**src/rtl/aes_pkg.sv**
```systemverilog
// Shared types and constants for the iterative AES round sequencer.
package aes_pkg;

  // Sequencer states. S0..S3 are the four stage slots of one round.
  typedef enum logic [2:0] {
    ST_IDLE     = 3'd0,
    ST_WAIT_KEY = 3'd1,
    ST_LOAD     = 3'd2,
    ST_S0       = 3'd3,
    ST_S1       = 3'd4,
    ST_S2       = 3'd5,
    ST_S3       = 3'd6,
    ST_DONE     = 3'd7
  } state_e;

  // Datapath stage selected in the current cycle. At most one is active.
  typedef enum logic [2:0] {
    STG_NONE = 3'd0,
    STG_LD   = 3'd1,
    STG_SB   = 3'd2,
    STG_SR   = 3'd3,
    STG_MC   = 3'd4,
    STG_ARK  = 3'd5
  } stage_e;

  // Round counts for the three key lengths.
  localparam int NR_128 = 10;
  localparam int NR_192 = 12;
  localparam int NR_256 = 14;

  // Stage order within a full round, cipher direction.
  localparam stage_e ENC_S0 = STG_SB;
  localparam stage_e ENC_S1 = STG_SR;
  localparam stage_e ENC_S2 = STG_MC;
  localparam stage_e ENC_S3 = STG_ARK;

  // Stage order within a full round, inverse direction.
  localparam stage_e DEC_S0 = STG_SR;
  localparam stage_e DEC_S1 = STG_SB;
  localparam stage_e DEC_S2 = STG_ARK;
  localparam stage_e DEC_S3 = STG_MC;

  // Round-key index used in a given round: keys run forward for the
  // cipher and backward for the inverse cipher.
  function automatic int unsigned key_index(logic enc, int unsigned rnd,
                                            int unsigned nr);
    return enc ? rnd : nr - rnd;
  endfunction

endpackage

```
**src/rtl/aes_round_ctrl.sv**
```systemverilog
// Round sequencer for the iterative AES core: walks the load, substitution,
// shift-rows, mix-columns and add-round-key stages one enable per cycle and
// tracks round number, round-key index and cipher/inverse mode.
module aes_round_ctrl
  import aes_pkg::*;
#(
  parameter int NR = 10,
  parameter int KW = 4
) (
  input  logic          clk,
  input  logic          rst,
  input  logic          start,
  input  logic          encode,
  input  logic          key_ready,
  output logic          busy,
  output logic          done,
  output logic          sb_encode,
  output logic          ld_en,
  output logic          sb_en,
  output logic          sr_en,
  output logic          mc_en,
  output logic          ark_en,
  output logic [KW-1:0] round,
  output logic [KW-1:0] key_idx,
  output logic          last_round
);

  localparam logic [KW-1:0] NR_K  = KW'(NR);
  localparam bit            NR_OK = (NR == NR_128) || (NR == NR_192) ||
                                    (NR == NR_256);

  state_e        state_q, state_d;
  logic          mode_q;
  logic [KW-1:0] round_q;
  logic [KW-1:0] kidx_q;
  stage_e        stage;
  logic          accept;
  logic          advance;

  assign last_round = (round_q == NR_K);
  assign accept     = (state_q == ST_IDLE) && start;
  // The round counter steps when leaving LOAD and at the end of every
  // full round; the last round never reaches S3.
  assign advance    = (state_q == ST_LOAD) || (state_q == ST_S3);

  // Next-state sequencing; key_ready only matters before LOAD.
  always_comb begin
    // NOTE: assigning a default first keeps every path covered, so no latch.
    state_d = state_q;
    case (state_q)
      ST_IDLE:     if (start) state_d = key_ready ? ST_LOAD : ST_WAIT_KEY;
      ST_WAIT_KEY: if (key_ready) state_d = ST_LOAD;
      ST_LOAD:     state_d = ST_S0;
      ST_S0:       state_d = ST_S1;
      ST_S1:       state_d = ST_S2;
      ST_S2:       state_d = last_round ? ST_DONE : ST_S3;
      ST_S3:       state_d = ST_S0;
      ST_DONE:     state_d = ST_IDLE;
      default:     state_d = ST_IDLE;
    endcase
  end

  // State, mode, round and key-index registers.
  always_ff @(posedge clk) begin
    // NOTE: non-blocking assignments so every register samples pre-edge values.
    if (rst) begin
      state_q <= ST_IDLE;
      mode_q  <= 1'b0;
      round_q <= '0;
      kidx_q  <= '0;
    end else begin
      state_q <= state_d;
      if (accept) begin
        mode_q  <= encode;
        round_q <= '0;
        kidx_q  <= KW'(key_index(encode, 0, NR));
      end else if (advance) begin
        round_q <= round_q + KW'(1);
        kidx_q  <= KW'(key_index(mode_q, 32'(round_q) + 1, NR));
      end
    end
  end

  // Stage decode from mode, state slot and last-round flag. The last round
  // drops mix-columns: the cipher puts add-round-key into S2, the inverse
  // already has it there and simply ends the round.
  always_comb begin
    stage = STG_NONE;
    casez ({mode_q, state_q, last_round})
      {1'b?, ST_LOAD, 1'b?}: stage = STG_LD;
      {1'b1, ST_S0,   1'b?}: stage = ENC_S0;
      {1'b1, ST_S1,   1'b?}: stage = ENC_S1;
      {1'b1, ST_S2,   1'b0}: stage = ENC_S2;
      {1'b1, ST_S2,   1'b1}: stage = STG_ARK;
      {1'b1, ST_S3,   1'b?}: stage = ENC_S3;
      {1'b0, ST_S0,   1'b?}: stage = DEC_S0;
      {1'b0, ST_S1,   1'b?}: stage = DEC_S1;
      {1'b0, ST_S2,   1'b?}: stage = DEC_S2;
      {1'b0, ST_S3,   1'b?}: stage = DEC_S3;
      default:               stage = STG_NONE;
    endcase
  end

  assign ld_en     = (stage == STG_LD);
  assign sb_en     = (stage == STG_SB);
  assign sr_en     = (stage == STG_SR);
  assign mc_en     = (stage == STG_MC);
  assign ark_en    = (stage == STG_ARK);
  assign busy      = (state_q != ST_IDLE);
  assign done      = (state_q == ST_DONE);
  assign sb_encode = mode_q;
  assign round     = round_q;
  assign key_idx   = kidx_q;

  // Structural guarantees the datapath relies on.
  a_nr_legal: assert property (@(posedge clk) disable iff (rst) NR_OK);
  a_onehot:   assert property (@(posedge clk)
                $onehot0({ld_en, sb_en, sr_en, mc_en, ark_en}));
  a_done:     assert property (@(posedge clk) disable iff (rst)
                done |=> !done && !busy);
  a_round:    assert property (@(posedge clk) disable iff (rst)
                round_q <= NR_K);

endmodule

```
**config.mk**
```make
export PLATFORM = sky130hd
export DESIGN_NAME = aes_round_ctrl
export DESIGN_NICKNAME = d
export VERILOG_FILES = /design/src/rtl/aes_pkg.sv /design/src/rtl/aes_round_ctrl.sv
export SDC_FILE = /design/constraint.sdc
export NUM_CORES = 1
export LEC_CHECK = 0
export ABC_AREA = 1
export CORE_MARGIN = 3
export CORE_UTILIZATION = 48
export CTS_CLUSTER_SIZE = 14
export DETAILED_ROUTE_END_ITERATION = 8
export PLACE_DENSITY = 0.88
export SLEW_MARGIN = 20
export SYNTH_ARGS = -nofsm -noshare
export SYNTH_HDL_FRONTEND = slang
export SYNTH_SLANG_ARGS = --single-unit
export TNS_END_PERCENT = 5
```
**constraint.sdc**
```tcl
create_clock -name clk -period 2.5 [get_ports clk]
set_input_delay 0.5 -clock clk [delete_from_list [all_inputs] [get_ports clk]]
set_output_delay 0.5 -clock clk [all_outputs]
set_load 0.03 [all_outputs]
```
==> results.toml <==
[outcome]
status = "completed"

[route]
ant_nets = 0
viasPerCell = 5.403
num_vias = 859
drt-initial-drc-count = 27
drt_pass1_iterations = 4
route.final.wire_length_um = 1903
drc = 0
wire_per_inst_um = 11.97

[finish]
final_area_um2 = 1005
filler_cell_count = 126
seq_area_um2 = 240.2
multi_input_area_um2 = 430.4
synthToLayoutAreaGrowth_pct = 36.56
nets = 153
num_antenna_cells = 0
final_layout_size_suffix_gt1_share_pct = 5.556

[clock_tree]
numCtsBuffers = 3
clk_latency_ns = 0.27
cts_tree = "built"
clk_pin_slew_ns = 0.07
post_cts_buffers = 0
clock_sinks = 12
root_buffer = "clkbuf_4"
clockBufferDepth = 2
cts_max_level = 1

[global_routing]
grt_pass1_vias = 768
grt_use_total_pct = 20.59
grt_pass1_wl_um = 3125
antenna_found_initial = 0
grt_max_degree = 11
overflow = 0

[logic_synthesis]
syn_area_per_cell_um2 = 6.182
synth_common_cells = "nand2_1 (36), inv_1 (15), dfxtp_1 (12), nor2_1 (12), o21ai_0 (10)"
synth_cell_types = 18
netlist_instances = 119
synth.top_cell.area_share_pct = 32.65
synth_seq_cells = 12
yosysSeqAreaShare_pct = 32.65
synthFlopType = "dfxtp_1"
async_reset_ff_share_pct = 0
yosys.area.top_type = "dfxtp_1"
yosys-top-cells-area = "dfxtp_1 (33%), nand2_1 (18%), inv_1 (7.7%)"
synth.cell_area_um2 = 735.7
synth_fp_nets = 127
ys_warn_count = 0
yosysMostFrequentCell = "nand2_1"
synth_edf_count = 0

[worst_setup_path]
critPathLaunch = "state_q[1]"
path_class = "reg2out"
worstPathArrival_ns = 1.82
required_ns = 2.00
path_max_fanout = 10
start_kind = "register"
cp-end-kind = "output port"
worstReg2RegStart = "round[1]"

[timing]
final-max-slew-violation-count = 0
final_hold_viol_count = 0
fin_crit_ns = 2.319
fmax_ghz = 0.4313
tightest_slew_ns = 0.3413
finalCritPeriodShare_pct = 92.74
slew_headroom_pct = 77.19
fin_skew_ns = 0.002271
rsz0062_at_grt = "false"
finalSetupTns_ns = 0
setup_viol_count_final = 0

[die]
core_area_um2 = 1366
start_util_pct = 53.85
dieArea_um2 = 2039
die_h_um = 45.15
die_w_um = 45.15
rows = 13
io_pins = 22

[placed_design]
port_buffers = 21
hpwl_um = 1507
place_area_um2 = 967.2
routabilityCongestion = 0.9088

[power_and_ir_drop]
leakage_nw = 0.4829
p_sw_uw = 288.9
power.share.clock_pct = 21.8
seqPwrFrac_pct = 34.7
power.share.combinational_pct = 43.5
power.internal_uw = 416.0
ir_worst_vdd_v = 0.0004569
power_per_cell_area_nw_per_um2 = 701.6
sw_frac_of_total_pct = 40.99

[min_path]
worst_hold_path_type = "reg2reg"
hp-start = "key_idx[0]"

[flow_run]
drv_cap = 0
layer usage:
metal  part of all wire, %  global-route usage, %  vias to the layer above
met1                    45                  26.39                      385
met3                   5.9                  3.586                        5
met5                     0                      0                        -
met4                   1.1                  9.357                        0
met2                    48                  33.33                       31
li1                      -                      -                      438
per-stage QoR:
step | utilization [%] | instances | power [mW] | hold slack (ns) | setup slack, ns
2_1_floorplan | - | 119 | 0.4431 | 0.5691 | 0.2143
3_5_place_dp | 70.79 | 155 | 0.5538 | 0.4584 | 0.2900
3_3_place_gp | 70.79 | 155 | 0.5430 | 0.4554 | 0.3528
5_1_grt | 73.53 | 159 | 0.7504 | 0.5026 | 0.05977
6_report | 73.53 | 159 | 0.7049 | 0.4674 | 0.1814
4_1_cts | 73.35 | 159 | 0.7070 | 0.4720 | 0.02789
flip-flops by register name, indices dropped and copies added, names as in the netlist:
register and count:
round 4, state_q 3, sb_encode 1, key_idx 4
final timing paths:
path                 to  slack, ns  cells after the start
min reg2reg  key_idx[0]       0.47                      2
max reg2reg  key_idx[3]       1.05                      9
max               ld_en       0.18                      3
min          key_idx[0]       0.47                      2
cells by family (layout without fill, tap and decap cells):
group	Yosys count	count (layout)	synth area share (%)
AOI/OAI and AO/OA	24	24	16.84
xor gates and xnor gates	1	1	1.191
adders and majority gates	3	3	5.103
buffers and inverters	17	42	8.842
DFF	12	12	32.65
and+or+nand+nor	62	62	35.37
power groups by stage:
stage / combinational, mW / sequential [mW] / clock (mW)
detailed placement: 0.306 / 0.248 / 0
global placement: 0.296 / 0.247 / 0
global route: 0.335 / 0.248 / 0.167
floorplan: 0.163 / 0.280 / 0
finish: 0.306 / 0.245 / 0.154
CTS: 0.308 / 0.244 / 0.156
worst max-delay path, cell delays in order (launching register included):
cell and delay (ns):
dfxtp_1 0.43, nand2_1 0.27, nor2_1 0.16, clkdlybuf4s50_1 0.68
cell usage in the layout, fill, tap and decap left out, drive strengths merged:
master / count
dlymetal6s2s: 1
or2: 1
a211oi: 1
o22ai: 1
dlygate4sd2: 1
a21oi: 9
dfxtp: 12
ha: 3
nand2: 36
nor2: 13
clkbuf: 4
o21ai: 13
buf: 1
clkdlybuf4s50: 19
nand3: 10
inv: 16
nand4: 2
xor2: 1
repair_timing:
item | 4_1_cts | 5_1_grt
setup endpoints to repair | 1 | 1
pin swaps | 0 | 0
hold buffers | 0 | 0
gates resized for setup | 1 | 1
layout make-up:
cell class,count,share of cell area [%]
Timing Repair Buffer,22,21.79
Inverter,16,5.978
Tap cell,15,1.868
Sequential cell,12,23.91
Clock buffer,4,3.611
Multi-Input combinational cell,90,42.84
Power figures use the tool's default switching activity.
